$ cat src/rtl/if_fetch_queue_if.sv
// Handshake bundle for the instruction-fetch stage.
//   redirect_valid/redirect_pc : PC redirect from branch resolve
//   imem_req_*                 : in-order fetch requests to instruction memory
//   imem_resp_*                : in-order fetch responses
//   id_*                       : fetched {instr, pc, pc+4} toward ID
//   fq_count                   : fetch-queue occupancy
// master = fetch stage, slave = surrounding environment (memory, EX, ID).
interface if_fetch_queue_if #(
  parameter int unsigned XLEN     = 64,
  parameter int unsigned ILEN     = 32,
  parameter int unsigned FQ_DEPTH = 4
) ();
  logic                          redirect_valid;
  logic [XLEN-1:0]               redirect_pc;
  logic                          imem_req_valid;
  logic                          imem_req_ready;
  logic [XLEN-1:0]               imem_req_addr;
  logic                          imem_resp_valid;
  logic [ILEN-1:0]               imem_resp_data;
  logic                          id_valid;
  logic                          id_ready;
  logic [ILEN-1:0]               id_instr;
  logic [XLEN-1:0]               id_pc;
  logic [XLEN-1:0]               id_pc_plus4;
  logic [$clog2(FQ_DEPTH+1)-1:0] fq_count;

  modport master (
    input  redirect_valid, redirect_pc, imem_req_ready, imem_resp_valid, imem_resp_data, id_ready,
    output imem_req_valid, imem_req_addr, id_valid, id_instr, id_pc, id_pc_plus4, fq_count
  );

  modport slave (
    output redirect_valid, redirect_pc, imem_req_ready, imem_resp_valid, imem_resp_data, id_ready,
    input  imem_req_valid, imem_req_addr, id_valid, id_instr, id_pc, id_pc_plus4, fq_count
  );
endinterface

$ cat src/rtl/if_fetch_queue.sv
// Instruction-fetch stage: owns the PC, issues in-order imem requests with up
// to MAX_OUTSTANDING in flight, buffers responses in a FQ_DEPTH-entry queue and
// presents the queue head {instr, pc, pc+4} to ID.
// Ports:
//   clk   : clock, all state updates on the rising edge
//   reset : synchronous, active-high
//   bus   : if_fetch_queue_if.master (redirect, imem request/response, ID side, fq_count)
module if_fetch_queue #(
  parameter int unsigned     XLEN            = 64,
  parameter int unsigned     ILEN            = 32,
  parameter logic [XLEN-1:0] RESET_PC        = '0,
  parameter int unsigned     FQ_DEPTH        = 4,
  parameter int unsigned     MAX_OUTSTANDING = 2
) (
  input logic               clk,
  input logic               reset,
  if_fetch_queue_if.master  bus
);
  localparam int unsigned CW = $clog2(FQ_DEPTH + 1);
  localparam int unsigned QW = $clog2(FQ_DEPTH);
  localparam int unsigned OW = $clog2(MAX_OUTSTANDING + 1);
  localparam int unsigned IW = (MAX_OUTSTANDING > 1) ? $clog2(MAX_OUTSTANDING) : 1;
  localparam int unsigned SW = $clog2(FQ_DEPTH + MAX_OUTSTANDING + 1);

  logic [XLEN-1:0] pc;

  logic [ILEN-1:0] q_instr [FQ_DEPTH];
  logic [XLEN-1:0] q_pc    [FQ_DEPTH];
  logic [QW-1:0]   q_head;
  logic [QW-1:0]   q_tail;
  logic [CW-1:0]   q_count;

  logic [XLEN-1:0] fl_pc [MAX_OUTSTANDING];
  logic [IW-1:0]   fl_head;
  logic [IW-1:0]   fl_tail;

  logic [OW-1:0]   outstanding;
  logic [OW-1:0]   drop;

  logic [SW-1:0]   credit_used;
  logic            req_valid;
  logic            req_fire;
  logic            resp_live;
  logic            id_pop;

  function automatic logic [IW-1:0] fl_next(input logic [IW-1:0] p);
    return (p == IW'(MAX_OUTSTANDING - 1)) ? '0 : p + 1'b1;
  endfunction

  // Credit counts queued entries plus live (non-dropped) requests, so every
  // response that will be enqueued already owns a slot.
  always_comb begin
    credit_used = SW'(q_count) + SW'(outstanding) - SW'(drop);
    req_valid   = !reset && !bus.redirect_valid
                  && (outstanding < OW'(MAX_OUTSTANDING))
                  && (credit_used < SW'(FQ_DEPTH));
    req_fire    = req_valid && bus.imem_req_ready;
    resp_live   = bus.imem_resp_valid && (drop == '0) && !bus.redirect_valid;
    id_pop      = (q_count != '0) && bus.id_ready;
  end

  always_ff @(posedge clk) begin
    if (reset) begin
      pc          <= RESET_PC;
      q_head      <= '0;
      q_tail      <= '0;
      q_count     <= '0;
      fl_head     <= '0;
      fl_tail     <= '0;
      outstanding <= '0;
      drop        <= '0;
    end else begin
      // The in-flight PC FIFO tracks the memory, so it advances even on redirect.
      if (req_fire)
        fl_tail <= fl_next(fl_tail);
      if (bus.imem_resp_valid)
        fl_head <= fl_next(fl_head);
      outstanding <= outstanding + OW'(req_fire) - OW'(bus.imem_resp_valid);

      if (bus.redirect_valid) begin
        pc      <= {bus.redirect_pc[XLEN-1:2], 2'b00};
        q_head  <= '0;
        q_tail  <= '0;
        q_count <= '0;
        // Everything still in flight after this edge belongs to the old path.
        drop    <= outstanding - OW'(bus.imem_resp_valid);
      end else begin
        if (req_fire)
          pc <= pc + XLEN'(4);
        if (bus.imem_resp_valid && (drop != '0))
          drop <= drop - 1'b1;
        if (resp_live)
          q_tail <= q_tail + 1'b1;
        if (id_pop)
          q_head <= q_head + 1'b1;
        q_count <= q_count + CW'(resp_live) - CW'(id_pop);
      end
    end
  end

  // Storage arrays carry no reset; validity is tracked by the pointers above.
  always_ff @(posedge clk) begin
    if (req_fire)
      fl_pc[fl_tail] <= pc;
    if (resp_live && !reset) begin
      q_instr[q_tail] <= bus.imem_resp_data;
      q_pc[q_tail]    <= fl_pc[fl_head];
    end
  end

  assign bus.imem_req_valid = req_valid;
  assign bus.imem_req_addr  = pc;
  assign bus.id_valid       = (q_count != '0);
  assign bus.id_instr       = q_instr[q_head];
  assign bus.id_pc          = q_pc[q_head];
  assign bus.id_pc_plus4    = q_pc[q_head] + XLEN'(4);
  assign bus.fq_count       = q_count;

  a_resp_needs_request: assert property (
    @(posedge clk) disable iff (reset) bus.imem_resp_valid |-> (outstanding != '0)
  );
endmodule
$ cat src/flat_wrapper.sv
// flat-port wrapper written by rule: the top's interface ports become plain ports
module if_fetch_queue_flat 
#(
  parameter int unsigned     XLEN            = 64,
  parameter int unsigned     ILEN            = 32,
  parameter logic [XLEN-1:0] RESET_PC        = '0,
  parameter int unsigned     FQ_DEPTH        = 4,
  parameter int unsigned     MAX_OUTSTANDING = 2
)
  (clk, reset, bus_redirect_valid, bus_redirect_pc, bus_imem_req_ready, bus_imem_resp_valid, bus_imem_resp_data, bus_id_ready, bus_imem_req_valid, bus_imem_req_addr, bus_id_valid, bus_id_instr, bus_id_pc, bus_id_pc_plus4, bus_fq_count);
  if_fetch_queue_if #(.XLEN(XLEN), .ILEN(ILEN), .FQ_DEPTH(FQ_DEPTH)) bus_i ();
  input logic clk;
  input logic reset;
  input wire logic [$bits(bus_i.redirect_valid)-1:0] bus_redirect_valid;
  input wire logic [$bits(bus_i.redirect_pc)-1:0] bus_redirect_pc;
  input wire logic [$bits(bus_i.imem_req_ready)-1:0] bus_imem_req_ready;
  input wire logic [$bits(bus_i.imem_resp_valid)-1:0] bus_imem_resp_valid;
  input wire logic [$bits(bus_i.imem_resp_data)-1:0] bus_imem_resp_data;
  input wire logic [$bits(bus_i.id_ready)-1:0] bus_id_ready;
  output wire logic [$bits(bus_i.imem_req_valid)-1:0] bus_imem_req_valid;
  output wire logic [$bits(bus_i.imem_req_addr)-1:0] bus_imem_req_addr;
  output wire logic [$bits(bus_i.id_valid)-1:0] bus_id_valid;
  output wire logic [$bits(bus_i.id_instr)-1:0] bus_id_instr;
  output wire logic [$bits(bus_i.id_pc)-1:0] bus_id_pc;
  output wire logic [$bits(bus_i.id_pc_plus4)-1:0] bus_id_pc_plus4;
  output wire logic [$bits(bus_i.fq_count)-1:0] bus_fq_count;
  assign bus_i.redirect_valid = bus_redirect_valid;
  assign bus_i.redirect_pc = bus_redirect_pc;
  assign bus_i.imem_req_ready = bus_imem_req_ready;
  assign bus_i.imem_resp_valid = bus_imem_resp_valid;
  assign bus_i.imem_resp_data = bus_imem_resp_data;
  assign bus_i.id_ready = bus_id_ready;
  assign bus_imem_req_valid = bus_i.imem_req_valid;
  assign bus_imem_req_addr = bus_i.imem_req_addr;
  assign bus_id_valid = bus_i.id_valid;
  assign bus_id_instr = bus_i.id_instr;
  assign bus_id_pc = bus_i.id_pc;
  assign bus_id_pc_plus4 = bus_i.id_pc_plus4;
  assign bus_fq_count = bus_i.fq_count;
  if_fetch_queue #(.XLEN(XLEN), .ILEN(ILEN), .RESET_PC(RESET_PC), .FQ_DEPTH(FQ_DEPTH), .MAX_OUTSTANDING(MAX_OUTSTANDING)) u_core (.clk(clk), .reset(reset), .bus(bus_i));
endmodule
$ cat config.mk
export PLATFORM = sky130hd
export DESIGN_NAME = if_fetch_queue_flat
export DESIGN_NICKNAME = d
export VERILOG_FILES = /design/src/rtl/if_fetch_queue_if.sv /design/src/rtl/if_fetch_queue.sv /design/src/flat_wrapper.sv
export SDC_FILE = /design/constraint.sdc
export NUM_CORES = 1
export LEC_CHECK = 0
export ABC_AREA = 1
export BUFFER_PORTS_ARGS = -buffer_cell sky130_fd_sc_hd__buf_2
export CAP_MARGIN = 5
export CORE_ASPECT_RATIO = 1.4
export CORE_MARGIN = 5
export CORE_UTILIZATION = 41
export CTS_BUF_LIST = sky130_fd_sc_hd__clkbuf_16
export DETAILED_ROUTE_END_ITERATION = 8
export HOLD_SLACK_MARGIN = 0.1
export SLEW_MARGIN = 25
export SYNTH_ARGS = -nofsm -noshare
export SYNTH_HDL_FRONTEND = slang
export SYNTH_SLANG_ARGS = --single-unit
$ cat constraint.sdc
create_clock -name clk -period 8.6 [get_ports clk]
set_input_delay 2.15 -clock clk [delete_from_list [all_inputs] [get_ports clk]]
set_output_delay 2.15 -clock clk [all_outputs]
set_load 0.01 [all_outputs]
==> results by group, run 1 <==
Floorplanning
  – Total I/O pin count: 331
  – # rows: 111
  – Core area: 65100 um2
  – Die ar.: 70700 um2
  – Die X-Extent: 226 um
  – Die Y: 313 um
  – Initial Util: 41.2%

Clock network
  – H-tree depth: 2
  – CTS tree: built
  – # clock sinks: 578
  – Clk Latency, worst-skew pair: 0.63 ns
  – Cts bufs inserted: 56
  – CTS clock-pin slew for the worst setup and hold paths: 0.07 ns
  – Clock Path Buffers: 3
  – Clock root buffer: clkbuf_16
  – Postcts setup bufs: 0
  – Hold-fix buffers, CTS: 0
  – Post-cts resize count: 0

Finish
  – Area of the multi-input gates: 9080 um2
  – Nets: 3254
  – Share of cells above drive strength 1: 16.5%
  – Ant. Diodes: 0
  – Fill cells: 6084
  – Area Growth Syn to Fin: 16.2%
  – Register Area: 16600 um2

Routing
  – First-pass DRT Iterations: 6
  – Antenna Violating Nets Remaining: 0
  – Residual DRC count: 0
  – First DRT Iteration DRCs: 1534
  – Total wire length: 87.4 mm
  – DR vias/cell: 5.23
  – DR WL/cell: 21.7 um
  – Total number of vias: 21094

Placed design
  – IO buf count: 322
  – Hpwl dp: 62.5 mm
  – Gpl congestion: 0.947

Timing
  – Final setup viols: 0
  – RSZ-0062 raised after global routing: no
  – Final number of hold-violating endpoints: 0
  – Fin Setup TNS: 0 ns
  – Clock skew: 0.0173 ns
  – Slew headroom: 28.1%
  – Achievable Freq: 0.151 GHz
  – WHS: 0.460 ns
  – Min Tclk post-route: 6.63 ns
  – Pin slew with the least headroom to its limit: 1.08 ns
  – Fin crit share: 77.1%
  – Slew Viols, Final: 0

Pwr
  – Total power: 6.29 mW
  – Leak: 12.1 nW
  – Power density cells: 202 nW/um2
  – Maximum VDD drop: 0.166 mV

Yosys
  – Netlist cell types: 37
  – Synthesis-stage register bit count: 578
  – Ys flop type: edfxtp_1
  – Avg Inst Size Synth: 9.45 um2
  – Synth Warn #: 0
  – Mapped Area: 26800 um2
  – Synth async-reset ratio: 0%
  – Sequential element share of the synthesized area: 61.8%
  – Synthesized instance count: 2837
  – EDFF count, synth: 500

GRT
  – Global-route usage over all layers: 24.0%
  – First-pass GRT wire length: 129 mm
  – Congestion Overflow GR: 0
  – Initial antenna violation count: 0
  – Vias in the first global route: 20836
  – Largest net degree at the start of global routing: 85

Hold path
  – Worst Hold Class: reg2reg

Worst setup path
  – CP arrival: 4.48 ns
  – Startpoint Class: flop
  – Worst-path maximum fanout: 84
  – Worst setup EP type: output pin
  – CP Class: reg2out
  – Crit path required time: 6.45 ns

Status
  – Status: complete, no violations

Job
  – Max-cap viol count: 0
[where the power goes]
part	total [mW]	switching [mW]	internal (mW)	leakage [nW]
logic	0.528	0.355	0.172	5.99
clock network	2.55	1.11	1.44	0.971
registers	3.21	0.0795	3.13	5.18
total	6.29	1.55	4.74	12.1
[sequential cells by signal, summed over array words and instances (netlist names), named ones only]
signal	cells
u_core.bus.imem_req_addr	62
u_core.bus.fq_count	3
u_core.fl_tail	1
u_core.q_tail	2
u_core.fl_pc	124
u_core.q_head	2
u_core.drop	2
u_core.fl_head	1
u_core.q_pc	248
u_core.q_instr	128
u_core.outstanding	2
[cell usage in the layout (no fill, tap or decap), drive strengths merged, types with 2 or more instances in the layout]
cell type	n
a21oi	42
a22oi	4
a31oi	10
buf	345
bufinv	7
clkbuf	57
clkinv	21
clkinvlp	5
conb	6
dfxtp	78
edfxtp	500
fa	2
ha	12
inv	208
mux2	62
nand2	951
nand3	228
nand3b	2
nand4	15
nor2	400
nor3	21
o211ai	4
o21ai	106
o21bai	4
o22ai	32
xnor2	11
xor2	48
[synthesized netlist by cell type (5+ instances only)]
library cell  count  area [um2]
ha_1             12         150
nand4_1          15        93.8
a21oi_1          42         210
o22ai_1          32         200
nor3_1           21         105
edfxtp_1        500       15000
inv_1           188         706
o21ai_0         105         526
nand3_1         228        1140
xor2_1           48         420
nand2_1         951        3570
buf_1             5        18.8
buf_2            39         195
mux2_2           62         698
nor2_2            9        56.3
xnor2_1          11        96.3
buf_4            12        90.1
clkbuf_1         50         188
a31oi_1          10        62.6
nor2_1          387        1450
dfxtp_1          78        1560
[cell type report]
cell class,count,share of cell area (%)
Clock buffer,57,4.58
Clock inverter,49,1.60
Inverter,192,2.32
Multi-Input combinational cell,1965,29.1
Sequential cell,578,53.2
Tap cell,847,3.40
Timing Repair Buffer,345,5.73
[worst max-delay path: stages (launching register included)]
cell	delay (ns)
dfxtp_4	0.72
buf_4	0.79
nand2_1	0.10
nand3_1	0.12
nand2_1	0.20
nor2_1	0.37
nand2_1	0.20
nor2_1	0.18
nand2_1	0.07
nor2_1	0.35
xor2_1	0.44
buf_2	0.23
[metal layers]
| metal | share of wire (%) | routed length [um] | track usage, % | up-vias |
|---|---|---|---|---|
| met5 | 0 | 0 | 0 | - |
| met4 | 4.2 | 3680 | 9.11 | 0 |
| met3 | 7.0 | 6080 | 4.13 | 155 |
| met2 | 50 | 43500 | 42.1 | 852 |
| met1 | 39 | 34100 | 29.6 | 10024 |
| li1 | - | - | - | 10063 |
[cells by family after synthesis]
family | Yosys count | share of synthesized area [%]
and+or+nand+nor | 1620 | 24.2
DFF | 578 | 61.8
buffers and inverters | 299 | 4.57
AOI/OAI and AO/OA | 204 | 4.14
muxes | 62 | 2.60
xor gates and xnor gates | 59 | 1.93
adders and majority gates | 14 | 0.709
other | 1 | 0.0140
[path summary, 6_finish.rpt]
path | from | endpoint | slack (ns) | cells after the start
min | u_core.q_head[1]$_SDFFE_PP0P_ | flop | 0.46 | 2
min reg2reg | u_core.q_head[1]$_SDFFE_PP0P_ | flop | 0.46 | 2
max | flop | bus_id_pc_plus4[20] | 1.97 | 11
max reg2reg | u_core.bus.fq_count[1]$_SDFF_PP0_ | u_core.bus.imem_req_addr[24]$_SDFFE_PP0P_ | 4.69 | 16
[stage by stage]
step                cell area, um2  cells  utilization, %  worst slack (ns)
floorplan                    26800   2842               -              1.59
global placement             29200   3927            44.9              2.44
detailed placement           29200   3927            44.9              2.40
CTS                          31200   4033            47.8              1.93
global route                 31200   4033            47.8              1.61
finish                       31200   4033            47.8              1.97
Power figures use the tool's default switching activity.
==> run 2, diff against run 1 <==
--- a/config.mk
+++ b/config.mk
@@ -5,7 +5,7 @@
 export SDC_FILE = /design/constraint.sdc
 export NUM_CORES = 1
 export LEC_CHECK = 0
-export ABC_AREA = 1
+export ABC_AREA = 0
 export BUFFER_PORTS_ARGS = -buffer_cell sky130_fd_sc_hd__buf_2
 export CAP_MARGIN = 5
 export CORE_ASPECT_RATIO = 1.4
==> constraint.sdc (replaced) <==
create_clock -name clk -period 6.74 [get_ports clk]
set_input_delay 1.685 -clock clk [delete_from_list [all_inputs] [get_ports clk]]
set_output_delay 1.685 -clock clk [all_outputs]
set_load 0.01 [all_outputs]
==> results by group, run 2 <==
Timing
  – Min Tclk post-route: 5.79 ns
  – Final number of hold-violating endpoints: 0 (unchanged)
  – Final setup viols: 0 (unchanged)
  – Clock skew: 0.0312 ns (+0.0139 ns)
  – Slew headroom: 29.1% (+0.95 points)
  – Fin crit share: 85.8%
  – Achievable Freq: 0.173 GHz
  – Pin slew with the least headroom to its limit: 1.06 ns (-0.0154 ns)
  – RSZ-0062 raised after global routing: no
  – Worst Slack Setup Final: 0.954 ns (-1.01 ns)
  – Slew Viols, Final: 0 (unchanged)
  – Fin Setup TNS: 0 ns (unchanged)

Routing
  – Total number of vias: 14746 (-30%)
  – Residual DRC count: 0 (unchanged)
  – First DRT Iteration DRCs: 1160 (-24%)
  – First-pass DRT Iterations: 5 (-1)
  – DR vias/cell: 5.56 (+6.3%)
  – DR WL/cell: 23.7 um (+9.5%)
  – Antenna Violating Nets Remaining: 0 (unchanged)
  – Total wire length: 62.9 mm (-28%)

Finish
  – Ant. Diodes: 0 (unchanged)
  – Fill cells: 5091 (-16%)
  – Area Growth Syn to Fin: 17.2%
  – Post-Layout Cell Count: 2652 (-34%)
  – Max reg flops: 248 (unchanged)
  – Commonest non-fill, non-tap cell in the layout: edfxtp_1
  – Share of cells above drive strength 1: 31.1% (+15 points)
  – Most frequent cells in the layout: edfxtp_1 (500), buf_2 (322), nand2_1 (104)
  – Final Util: 48.2% (+0.37 points)
  – Regs by FF count: u_core.q_pc x248, u_core.q_instr x128, u_core.fl_pc x124
  – Nets: 1968 (-40%)
  – Biggest register: u_core.q_pc

Placed design
  – IO buf count: 322 (unchanged)
  – Gpl congestion: 0.858 (-9.4%)
  – Cells after DPL: 2551 (-35%)
  – Worst slack, placed: 1.47 ns (-0.930 ns)
  – Hpwl dp: 42.1 mm (-33%)

Clock network
  – Post-cts resize count: 0 (unchanged)
  – H-tree depth: 2 (unchanged)
  – Cts bufs inserted: 55 (-1.8%)
  – Clock Path Buffers: 3 (unchanged)
  – # clock sinks: 578 (unchanged)
  – CTS tree: built
  – CTS clock-pin slew for the worst setup and hold paths: 0.07 ns (about the same)
  – Postcts setup bufs: 0 (unchanged)
  – Clock root buffer: clkbuf_16
  – Clk Latency, worst-skew pair: 0.60 ns (-0.03 ns)
  – Hold-fix buffers, CTS: 0 (unchanged)

Job
  – Max-cap viol count: 0 (unchanged)

Yosys
  – Mapped Area: 24400 um2 (-8.9%)
  – Avg Inst Size Synth: 16.1 um2 (+70%)
  – Cell taking the most area after synthesis: edfxtp_1
  – Synth async-reset ratio: 0% (unchanged)
  – Synth Warn #: 0 (unchanged)
  – EDFF count, synth: 500 (unchanged)
  – Synthesis-stage register bit count: 578 (unchanged)
  – Count leader, synth: edfxtp_1
  – Synth area leaders: edfxtp_1 (61%), dfxtp_1 (6.4%), mux4_2 (5.2%)
  – Post-synth top cells: edfxtp_1 (500), nand2_1 (104), dfxtp_1 (78), nor2_1 (73), mux2_2 (66)
  – Share of the synthesized area in the top cell type: 61.4% (+5.5 points)
  – Netlist cell types: 71 (+92%)
  – Ys flop type: edfxtp_1
  – Sequential element share of the synthesized area: 67.8% (+6.0 points)
  – Synthesized instance count: 1520 (-46%)

Worst setup path
  – CP Class: reg2out
  – Startpoint Class: flop
  – Cell chain of the critical path: buf_4 -> mux4_1 -> and3_1 -> and4_1 -> nand4b_4 -> nor4_1 -> xor2_1 -> buf_2
  – Largest stage delay, worst path: 0.83 ns (+0.04 ns)
  – Family with the most delay on the worst path: simple AND/OR/NAND/NOR gates
  – Worst-path maximum fanout: 35 (-58%)
  – CP arrival: 4.10 ns (-0.38 ns)
  – Slowest cell on the critical path: dfxtp_4
  – CP Buf/Inv Count: 2 (unchanged)
  – Worst setup EP type: output pin
  – Crit path required time: 5.06 ns (-1.39 ns)

Floorplanning
  – Die X-Extent: 216 um (-4.3%)
  – Die Y: 299 um (-4.4%)
  – Total I/O pin count: 331 (unchanged)
  – Die ar.: 64700 um2 (-8.5%)
  – Core area: 59400 um2 (-8.8%)
  – Initial Util: 41.1% (-0.042 points)
  – # rows: 106 (-4.5%)

GRT
  – Initial antenna violation count: 2 (+2)
  – Largest net degree at the start of global routing: 73 (-14%)
  – Global-route usage over all layers: 18.9% (-5.1 points)
  – First-pass GRT wire length: 94.2 mm (-27%)
  – Vias in the first global route: 14954 (-28%)
  – Congestion Overflow GR: 0 (unchanged)

Pwr
  – Maximum VDD drop: 0.211 mV (+27%)
  – Power density cells: 269 nW/um2 (+33%)
  – Leak: 9.82 nW (-19%)

Status
  – Status: complete, no violations

Hold path
  – Worst Hold Class: reg2reg
-- run 2: cell count changes in the layout (fill, tap and decap cells not counted), moves of 23 or more --
cell / before / now
xnor2_1: 11 / 41
inv_1: 198 / 50
nor2_1: 381 / 72
o22ai_1: 32 / 1
mux4_2: 0 / 56
nand4_1: 15 / 38
nand3_1: 228 / 36
nand2_1: 950 / 104
o21ai_0: 105 / 34
mux4_1: 0 / 38
-- run 2: final timing paths --
check / slack (ns) / cells past startpoint / startpoint / to
hold / removal: 0.51 / 2 / u_core.q_tail[1]$_SDFFE_PP0N_ / u_core.q_tail[1]$_SDFFE_PP0N_
hold reg to reg: 0.51 / 2 / u_core.q_tail[1]$_SDFFE_PP0N_ / u_core.q_tail[1]$_SDFFE_PP0N_
setup reg to reg: 2.92 / 11 / u_core.bus.fq_count[1]$_SDFF_PP0_ / u_core.bus.imem_req_addr[30]$_SDFFE_PP0P_
setup / recovery: 0.95 / 8 / flop / bus_id_pc_plus4[52]
-- run 2: through the flow --
step | instance area [um2] | total power, mW | hold slack (ns)
finish | 28600 | 7.71 | 0.505
global route | 28600 | 8.00 | 0.549
CTS | 28600 | 7.81 | 0.515
detailed placement | 26800 | 4.71 | 0.507
global placement | 26800 | 4.69 | 0.481
floorplan | 24500 | 4.46 | 0.469
-- run 2: routing by layer --
| metal | share of wire (%) | track usage (%) | vias up |
|---|---|---|---|
| met3 | 5.7 | 3.28 | 93 |
| li1 | - | - | 6680 |
| met5 | 0.054 | 0 | - |
| met1 | 41 | 24.9 | 7434 |
| met4 | 2.7 | 5.47 | 4 |
| met2 | 50 | 32.4 | 535 |
-- run 2: layout make-up --
cell class,count,area [um2],share of cell area [%]
tap,756,946,3.30
clock buffer,55,1380,4.80
sequential,578,16600,57.9
multi-input combinational,830,7300,25.5
timing repair buffer,349,1880,6.56
inverter,38,143,0.498
clock inverter,46,424,1.48
-- run 2: cells by family (layout without fill, tap and decap cells) --
logic type | Yosys count | in the layout | share of synthesized area, %
buf+inv | 117 | 488 | 2.60
other cells | 1 | 6 | 0.0153
xor+xnor | 75 | 75 | 2.69
mux | 162 | 162 | 12.4
fa+ha+maj | 14 | 14 | 0.778
flops | 578 | 578 | 67.8
simple gates | 408 | 408 | 9.40
compound gates | 165 | 165 | 4.32
-- run 2: power breakdown --
| group | switching [mW] | leakage (nW) | internal (mW) |
|---|---|---|---|
| logic | 0.334 | 3.72 | 0.218 |
| clock network | 1.30 | 0.927 | 1.79 |
| registers | 0.0863 | 5.18 | 3.99 |
-- run 2: tightest hold or removal path: stages, from the launching register on --
cell and delay [ns]:
dfxtp_1 0.34, nand2_1 0.06, a21oi_1 0.06
